`config.mk`:
```
export PLATFORM = sky130hd
export DESIGN_NAME = spi_master
export DESIGN_NICKNAME = d
export VERILOG_FILES = /design/src/rtl/spi_master.sv
export SDC_FILE = /design/constraint.sdc
export NUM_CORES = 1
export LEC_CHECK = 0
export BUFFER_PORTS_ARGS = -buffer_cell sky130_fd_sc_hd__buf_2
export CAP_MARGIN = 30
export CORE_ASPECT_RATIO = 0.5
export CORE_MARGIN = 2
export CORE_UTILIZATION = 51
export DETAILED_ROUTE_END_ITERATION = 7
export PLACE_DENSITY = 0.81
export SETUP_SLACK_MARGIN = 0.2
export SLEW_MARGIN = 20
export SYNTH_ARGS = -nofsm -noshare
export SYNTH_HDL_FRONTEND = slang
export SYNTH_SLANG_ARGS = --single-unit
export TNS_END_PERCENT = 20
```
`constraint.sdc`:
```
create_clock -name clk -period 3.1 [get_ports clk]
set_clock_uncertainty 0.15 [all_clocks]
set_input_delay 0.155 -clock clk [delete_from_list [all_inputs] [get_ports clk]]
set_output_delay 0.155 -clock clk [all_outputs]
set_load 0.01 [all_outputs]
```
`src/rtl/spi_master.sv`:
```
// SPI mode-0 initiator (CPOL=0, CPHA=0, MSB first) with a start/busy/done handshake.
// Every output is registered. MISO is passed through a two-flop synchronizer before it is sampled.
module spi_master #(
  parameter int WIDTH  = 32,
  parameter int CLKDIV = 4
) (
  input  logic             clk,
  input  logic             rst,
  input  logic             start,
  input  logic [WIDTH-1:0] tx_data,
  output logic             busy,
  output logic             done,
  output logic [WIDTH-1:0] rx_data,
  output logic             SCLK,
  output logic             MOSI,
  input  logic             MISO,
  output logic             SEL_
);

  localparam int DW = $clog2(CLKDIV);
  localparam int BW = $clog2(WIDTH + 1);
  localparam logic [DW-1:0] DIV_LAST = DW'(CLKDIV - 1);
  localparam logic [BW-1:0] BITS     = BW'(WIDTH);

  typedef enum logic [2:0] {
    IDLE,
    SETUP,
    LOW,
    HIGH,
    HOLD,
    GAP
  } state_t;

  state_t           state;
  logic [DW-1:0]    div;
  logic [BW-1:0]    bitcnt;
  logic [WIDTH-2:0] tx_sh;   // MSB goes out directly on MOSI, so it is not stored here
  logic [WIDTH-1:0] rx_sh;
  logic             miso_s1, miso_s2;
  logic             last;

  assign last = (div == DIV_LAST);

  always_ff @(posedge clk or posedge rst) begin
    if (rst) begin
      miso_s1 <= 1'b0;
      miso_s2 <= 1'b0;
    end else begin
      miso_s1 <= MISO;
      miso_s2 <= miso_s1;
    end
  end

  always_ff @(posedge clk or posedge rst) begin
    if (rst) begin
      state   <= IDLE;
      div     <= '0;
      bitcnt  <= '0;
      tx_sh   <= '0;
      rx_sh   <= '0;
      rx_data <= '0;
      busy    <= 1'b0;
      done    <= 1'b0;
      SCLK    <= 1'b0;
      MOSI    <= 1'b0;
      SEL_    <= 1'b1;
    end else begin
      done <= 1'b0;
      // Every state other than IDLE lasts exactly CLKDIV cycles.
      if (state != IDLE) div <= last ? '0 : div + 1'b1;
      case (state)
        IDLE: begin
          if (start) begin
            tx_sh  <= tx_data[WIDTH-2:0];
            bitcnt <= BITS;
            SEL_   <= 1'b0;
            busy   <= 1'b1;
            MOSI   <= tx_data[WIDTH-1];
            div    <= '0;
            state  <= SETUP;
          end
        end
        SETUP: begin
          if (last) state <= LOW;
        end
        LOW: begin
          if (last) begin
            rx_sh <= {rx_sh[WIDTH-2:0], miso_s2};
            SCLK  <= 1'b1;
            state <= HIGH;
          end
        end
        HIGH: begin
          if (last) begin
            SCLK   <= 1'b0;
            bitcnt <= bitcnt - 1'b1;
            if (bitcnt == BW'(1)) begin
              state <= HOLD;
            end else begin
              MOSI  <= tx_sh[WIDTH-2];
              tx_sh <= tx_sh << 1;
              state <= LOW;
            end
          end
        end
        HOLD: begin
          if (last) begin
            SEL_    <= 1'b1;
            rx_data <= rx_sh;
            done    <= 1'b1;
            state   <= GAP;
          end
        end
        GAP: begin
          if (last) begin
            busy  <= 1'b0;
            MOSI  <= 1'b0;
            state <= IDLE;
          end
        end
        default: state <= IDLE;
      endcase
    end
  end

endmodule

```
Yosys cells after proc, flatten, opt, wreduce, memory -nomap -nowiden
Index checks and enable logic that the tools add are counted.
{"block": "totals", "inputBits": 36, "ram_bits": 0, "memories": 0, "romBits": 0, "register_bits": 113, "latchBits": 0, "wordCells": 77}
{"block": "op_classes", "n_shift": 0, "eq_ne": 14, "mul": 0, "add_sub_neg": 2, "div": 0, "muxes": 32, "bitwise_logic": 0, "magnitude_cmp": 0, "reduce_logical": 16}
{"cell": "two-way mux 31 bit", "n": 3}
{"cell": "case mux 31 bit (2 select lines)", "n": 1}
{"cell": "two-way mux 3 bit", "n": 7}
{"cell": "case mux 3 bit (6 select lines)", "n": 1}
{"cell": "inequality test 2 bit, second input constant", "n": 7}
{"cell": "two-way mux 6 bit", "n": 2}
{"cell": "case mux 6 bit (2 select lines)", "n": 1}
{"cell": "AND reduction 3 bit", "n": 4}
{"cell": "two-way mux 1 bit", "n": 9}
{"cell": "two-way mux 2 bit", "n": 4}
{"cell": "nonzero test 2 bit", "n": 4}
{"cell": "== test 3 x 2 -> 1 bit, second input constant", "n": 2}
{"cell": "== test 3 bit, second input constant", "n": 2}
{"cell": "== test 6 x 1 -> 1 bit, second input constant", "n": 1}
{"cell": "case mux 1 bit (2 select lines)", "n": 3}
{"cell": "AND reduction 6 bit", "n": 1}
{"cell": "nonzero test 3 bit", "n": 2}
{"cell": "subtractor 6 x 1 -> 6 bit, second input constant", "n": 1}
{"cell": "AND reduction 5 bit", "n": 1}
{"cell": "AND reduction 2 bit", "n": 2}
{"cell": "AND reduction 4 bit", "n": 1}
{"cell": "== test 3 x 1 -> 1 bit, second input constant", "n": 1}
{"cell": "zero test 3 bit", "n": 1}
{"cell": "case mux 1 bit (3 select lines)", "n": 1}
{"cell": "2 further kinds", "n": 2}

Depth between registers and ports, before layout
{"block": "logic_depth", "word_depth": 5, "ltp_mapped": 6, "mapped_depth_nobuf": 5}

Worst setup path before layout
OpenSTA, ideal clock, no wires.
{"block": "synth_path", "kind": "register to register", "startpoint": "reg bitcnt[3]", "endpoint": "reg tx_sh[10]", "t_required_ps": 2825, "arrival_time_ps": 1843, "stages_incl_launch_ff": 6, "slack_ps": 982, "period_less_slack_ps": 2118, "setup_ps": 125, "path_cell_list": "dfrtp_1 or3_1 or3b_4 o21bai_4 buf_6 mux2_4"}
{"block": "synth_via", "elab_chain_len": 3}
{"item": "from (decl)", "line_no": "36", "rtl": "logic [BW-1:0] bitcnt;"}
{"item": "from (signal assigned)", "line_no": "96", "rtl": "bitcnt <= bitcnt - 1'b1;"}
{"item": "== test 6 x 1 -> 1 bit", "line_no": "97", "rtl": "if (bitcnt == BW'(1)) begin"}
{"item": "inequality test 2 bit (no source line)"}
{"item": "AND reduction 4 bit (no source line)"}
{"item": "to (signal assigned)", "line_no": "74", "rtl": "tx_sh <= tx_data[WIDTH-2:0];"}
{"item": "to (signal assigned)", "line_no": "101", "rtl": "tx_sh <= tx_sh << 1;"}
{"item": "to (decl)", "line_no": "37", "rtl": "logic [WIDTH-2:0] tx_sh;"}
No other way between the ends.
A chain may end at the register's enable or synchronous reset.

Worst setup path after layout
{"block": "layout_path", "startpoint": "reg bitcnt[3]", "endpoint": "reg tx_sh[22]"}
Same word-level chain as after synthesis.

==> impl_metrics.env <==
export IMPL_grt_pass1_wl_um=15900
export IMPL_yosysTopAreaCellShare_pct=57.2
export IMPL_power_leakage_nw=3.24
export IMPL_netlist_area_um2=4900
export IMPL_grt_usage_pct=20.2
export IMPL_timing_rr_start="bitcnt[3]"
export IMPL_swShare_pct=27.5
export IMPL_row_count=25
export IMPL_tightest_slew_ns=0.703
export IMPL_yosysUniqueCellTypes=38
export IMPL_mostFrequentLayoutCell="dfrtp_1"
export IMPL_setup_viol=0
export IMPL_crit_arrival_ns=2.76
export IMPL_io_buffers=72
export IMPL_fp_dieH_um=73.3
export IMPL_cp_top_family="simple AND/OR/NAND/NOR gates"
export IMPL_internal_power_w=0.00427
export IMPL_fmax_ghz=0.382
export IMPL_synth_top_flop_cell="dfrtp_1"
export IMPL_path_cells="or3_1 -> or3b_4 -> o21bai_4 -> buf_4 -> mux2_4"
export IMPL_ys_top_cells_by_area="dfrtp_1 (57%), mux2_2 (22%), mux2_4 (8.9%)"
export IMPL_synth_seq_cells=113
export IMPL_hold_viol=0
export IMPL_final_net_count=486
export IMPL_dr_pass1_iters=4
export IMPL_worstSetupStartpoint="bitcnt[3]"
export IMPL_slew_viol_final=0
export IMPL_n_antenna_cell=0
export IMPL_min_period_over_period_pct=84.5
export IMPL_cts_tree="done"
export IMPL_relSlewSlack_pct=51.9
export IMPL_yosysWarnings=0
export IMPL_dp_hpwl_um=5270
export IMPL_grt_pass1_vias=3219
export IMPL_crit_buf_inv=1
export IMPL_antenna_found_initial=0
export IMPL_outcome="finished, final reports clean"
export IMPL_rsz0062_at_grt="false"
export IMPL_layout_common_cells="dfrtp_1 (112), mux2_2 (96), buf_2 (72)"
export IMPL_setup_worst_path_end_class="flop"
export IMPL_synthCells=330
export IMPL_die_area_um2=10500
export IMPL_critPathSlowestCell="o21bai_4"
export IMPL_drc=0
export IMPL_drive_above_1_share_pct=52.8
export IMPL_synth_edf_count=0
export IMPL_min_path_type="in -> async"
export IMPL_setup_tns_ns=0
export IMPL_grt_max_degree=76
export IMPL_p_seq_share_pct=35.0
export IMPL_drt_iter0_markers=133
export IMPL_wl_per_cell_um=16.4
export IMPL_gr_total_overflow=0
export IMPL_fin_ws_ns=0.481
export IMPL_finalCriticalPeriod_ns=2.62
export IMPL_critPathMaxStageDelay_ns=0.46
export IMPL_synthArstFlopShare_pct=100
export IMPL_wl_um=9560
export IMPL_clk_path_buf_depth=2
export IMPL_avgViaCountPerCell=5.23
export IMPL_comb_power_share_pct=30.3
export IMPL_syn_avg_cell_area_um2=14.9
export IMPL_vias=3036
export IMPL_dp_slack_ns=0.519
export IMPL_cts_root_buffer="clkbuf_16"
export IMPL_p_clk_share_pct=34.7
export IMPL_criticalPathCategory="reg -> reg"
export IMPL_place_congestion=0.807
export IMPL_p_per_area_nw_per_um2=922
export IMPL_power_switching_w=0.00162
export IMPL_ir_worst_vdd_v=0.000514
export IMPL_numCtsBuffers=17
export IMPL_yosysSeqAreaShare_pct=57.7
export IMPL_core_area_um2=9380
export IMPL_r2r_setup_slack_ns=0.48
export IMPL_io_pins=73
export IMPL_cts_clk_slew_worst_paths_ns=0.06
export IMPL_power_w=0.00589
export IMPL_clock_sinks=113
export IMPL_synth_fp_nets=369
export IMPL_initial_core_util_pct=52.2
export IMPL_insertion_delay_ns=0.41
export IMPL_dp_cells=513
export IMPL_final_cells=581
export IMPL_worst_ep_required_time_ns=3.24
export IMPL_area_delta_synth_final_pct=30.3
export IMPL_die_w_um=143
export IMPL_yosysTopAreaCell="dfrtp_1"
export IMPL_start_kind="flop"
export IMPL_drtAntennaViolNets=0
export IMPL_crit_fanout=13
export IMPL_h_tree_depth=4
export IMPL_maxCapViolations=0
-- logic make-up (layout without fill, tap and decap cells) --
group / after synthesis / count (layout) / synth area share [%]
AOI/OAI and AO/OA: 24 / 24 / 3.57
xor gates and xnor gates: 3 / 3 / 0.536
adders and majority gates: 3 / 3 / 0.766
buffers and inverters: 22 / 152 / 2.32
DFF: 113 / 113 / 57.7
muxes: 125 / 125 / 30.9
and+or+nand+nor: 40 / 40 / 4.16
-- flip-flops by register name (all words and copies together), names as in the netlist --
signal and flops:
rx_data 32, rx_sh 32, tx_sh 31, bitcnt 6
state 3, div 2, MOSI 1, SCLK 1
SEL_ 1, busy 1, done 1, miso_s1 1
miso_s2 1
-- per-layer routing --
layer,part of all wire (%),global-route usage (%)
met5,0,0
met1,45,24.7
met2,50,34.5
met3,3.1,5.74
met4,1.8,8.36
-- stage by stage --
| stage | hold slack [ns] | cell area [µm²] | util [%] |
|---|---|---|---|
| after floorplan | 0.0364 | 4910 | - |
| after global placement | 0.112 | 5400 | 57.5 |
| after detailed placement | 0.115 | 5400 | 57.5 |
| after CTS | 0.205 | 6370 | 67.9 |
| after global routing | 0.0921 | 6390 | 68.1 |
| final | 0.0945 | 6390 | 68.1 |
-- cell type report --
cell class              count  area [µm²]
clock buffers              21         460
flip-flops and latches    113        2830
inverters                   5        22.5
clock inverters            11         160
multi-input cells         195        1970
well taps                 121         151
fillers                   637        3000
repair buffers            115         796
-- path summary, 6_finish.rpt --
kind	endpoint	cells after the start
max	tx_sh[22]	5
min	tx_sh[21]	3
max reg2reg	tx_sh[22]	5
min reg2reg	miso_s2	0
max in group asynchronous	SEL_	4
min in group clk	miso_s2	0
-- what timing repair did --
| item | 4_1_cts | 5_1_grt |
|---|---|---|
| hold endpoints to repair | 75 | 0 |
| buffers inserted | 0 | 0 |
| hold buffers | 35 | 0 |
| gates resized for setup | 0 | 0 |
-- power groups by stage --
stage / combinational, W / clock (W) / sequential [W]
4_1_cts: 0.00178 / 0.00207 / 0.00205
6_report: 0.00179 / 0.00204 / 0.00206
5_1_grt: 0.00195 / 0.00215 / 0.00210
2_1_floorplan: 0.00155 / 0 / 0.00196
3_3_place_gp: 0.00169 / 0 / 0.00205
3_5_place_dp: 0.00173 / 0 / 0.00206
-- worst min-delay path, cell delays in order --
cell and delay [ns]:
dlygate4sd3_1 0.56, buf_2 0.14, clkinvlp_4 0.15
-- Yosys cell counts (3+ instances only) --
library cell / n
inv_1: 5
a21o_1: 3
nor2_1: 7
buf_6: 3
nand2_1: 15
mux2_4: 29
o21ai_0: 7
mux2_2: 96
ha_1: 3
clkbuf_1: 6
dfrtp_1: 112
buf_2: 7
a21oi_1: 3
nor3_1: 3
Note: power is estimated with default switching activity, not from simulation.
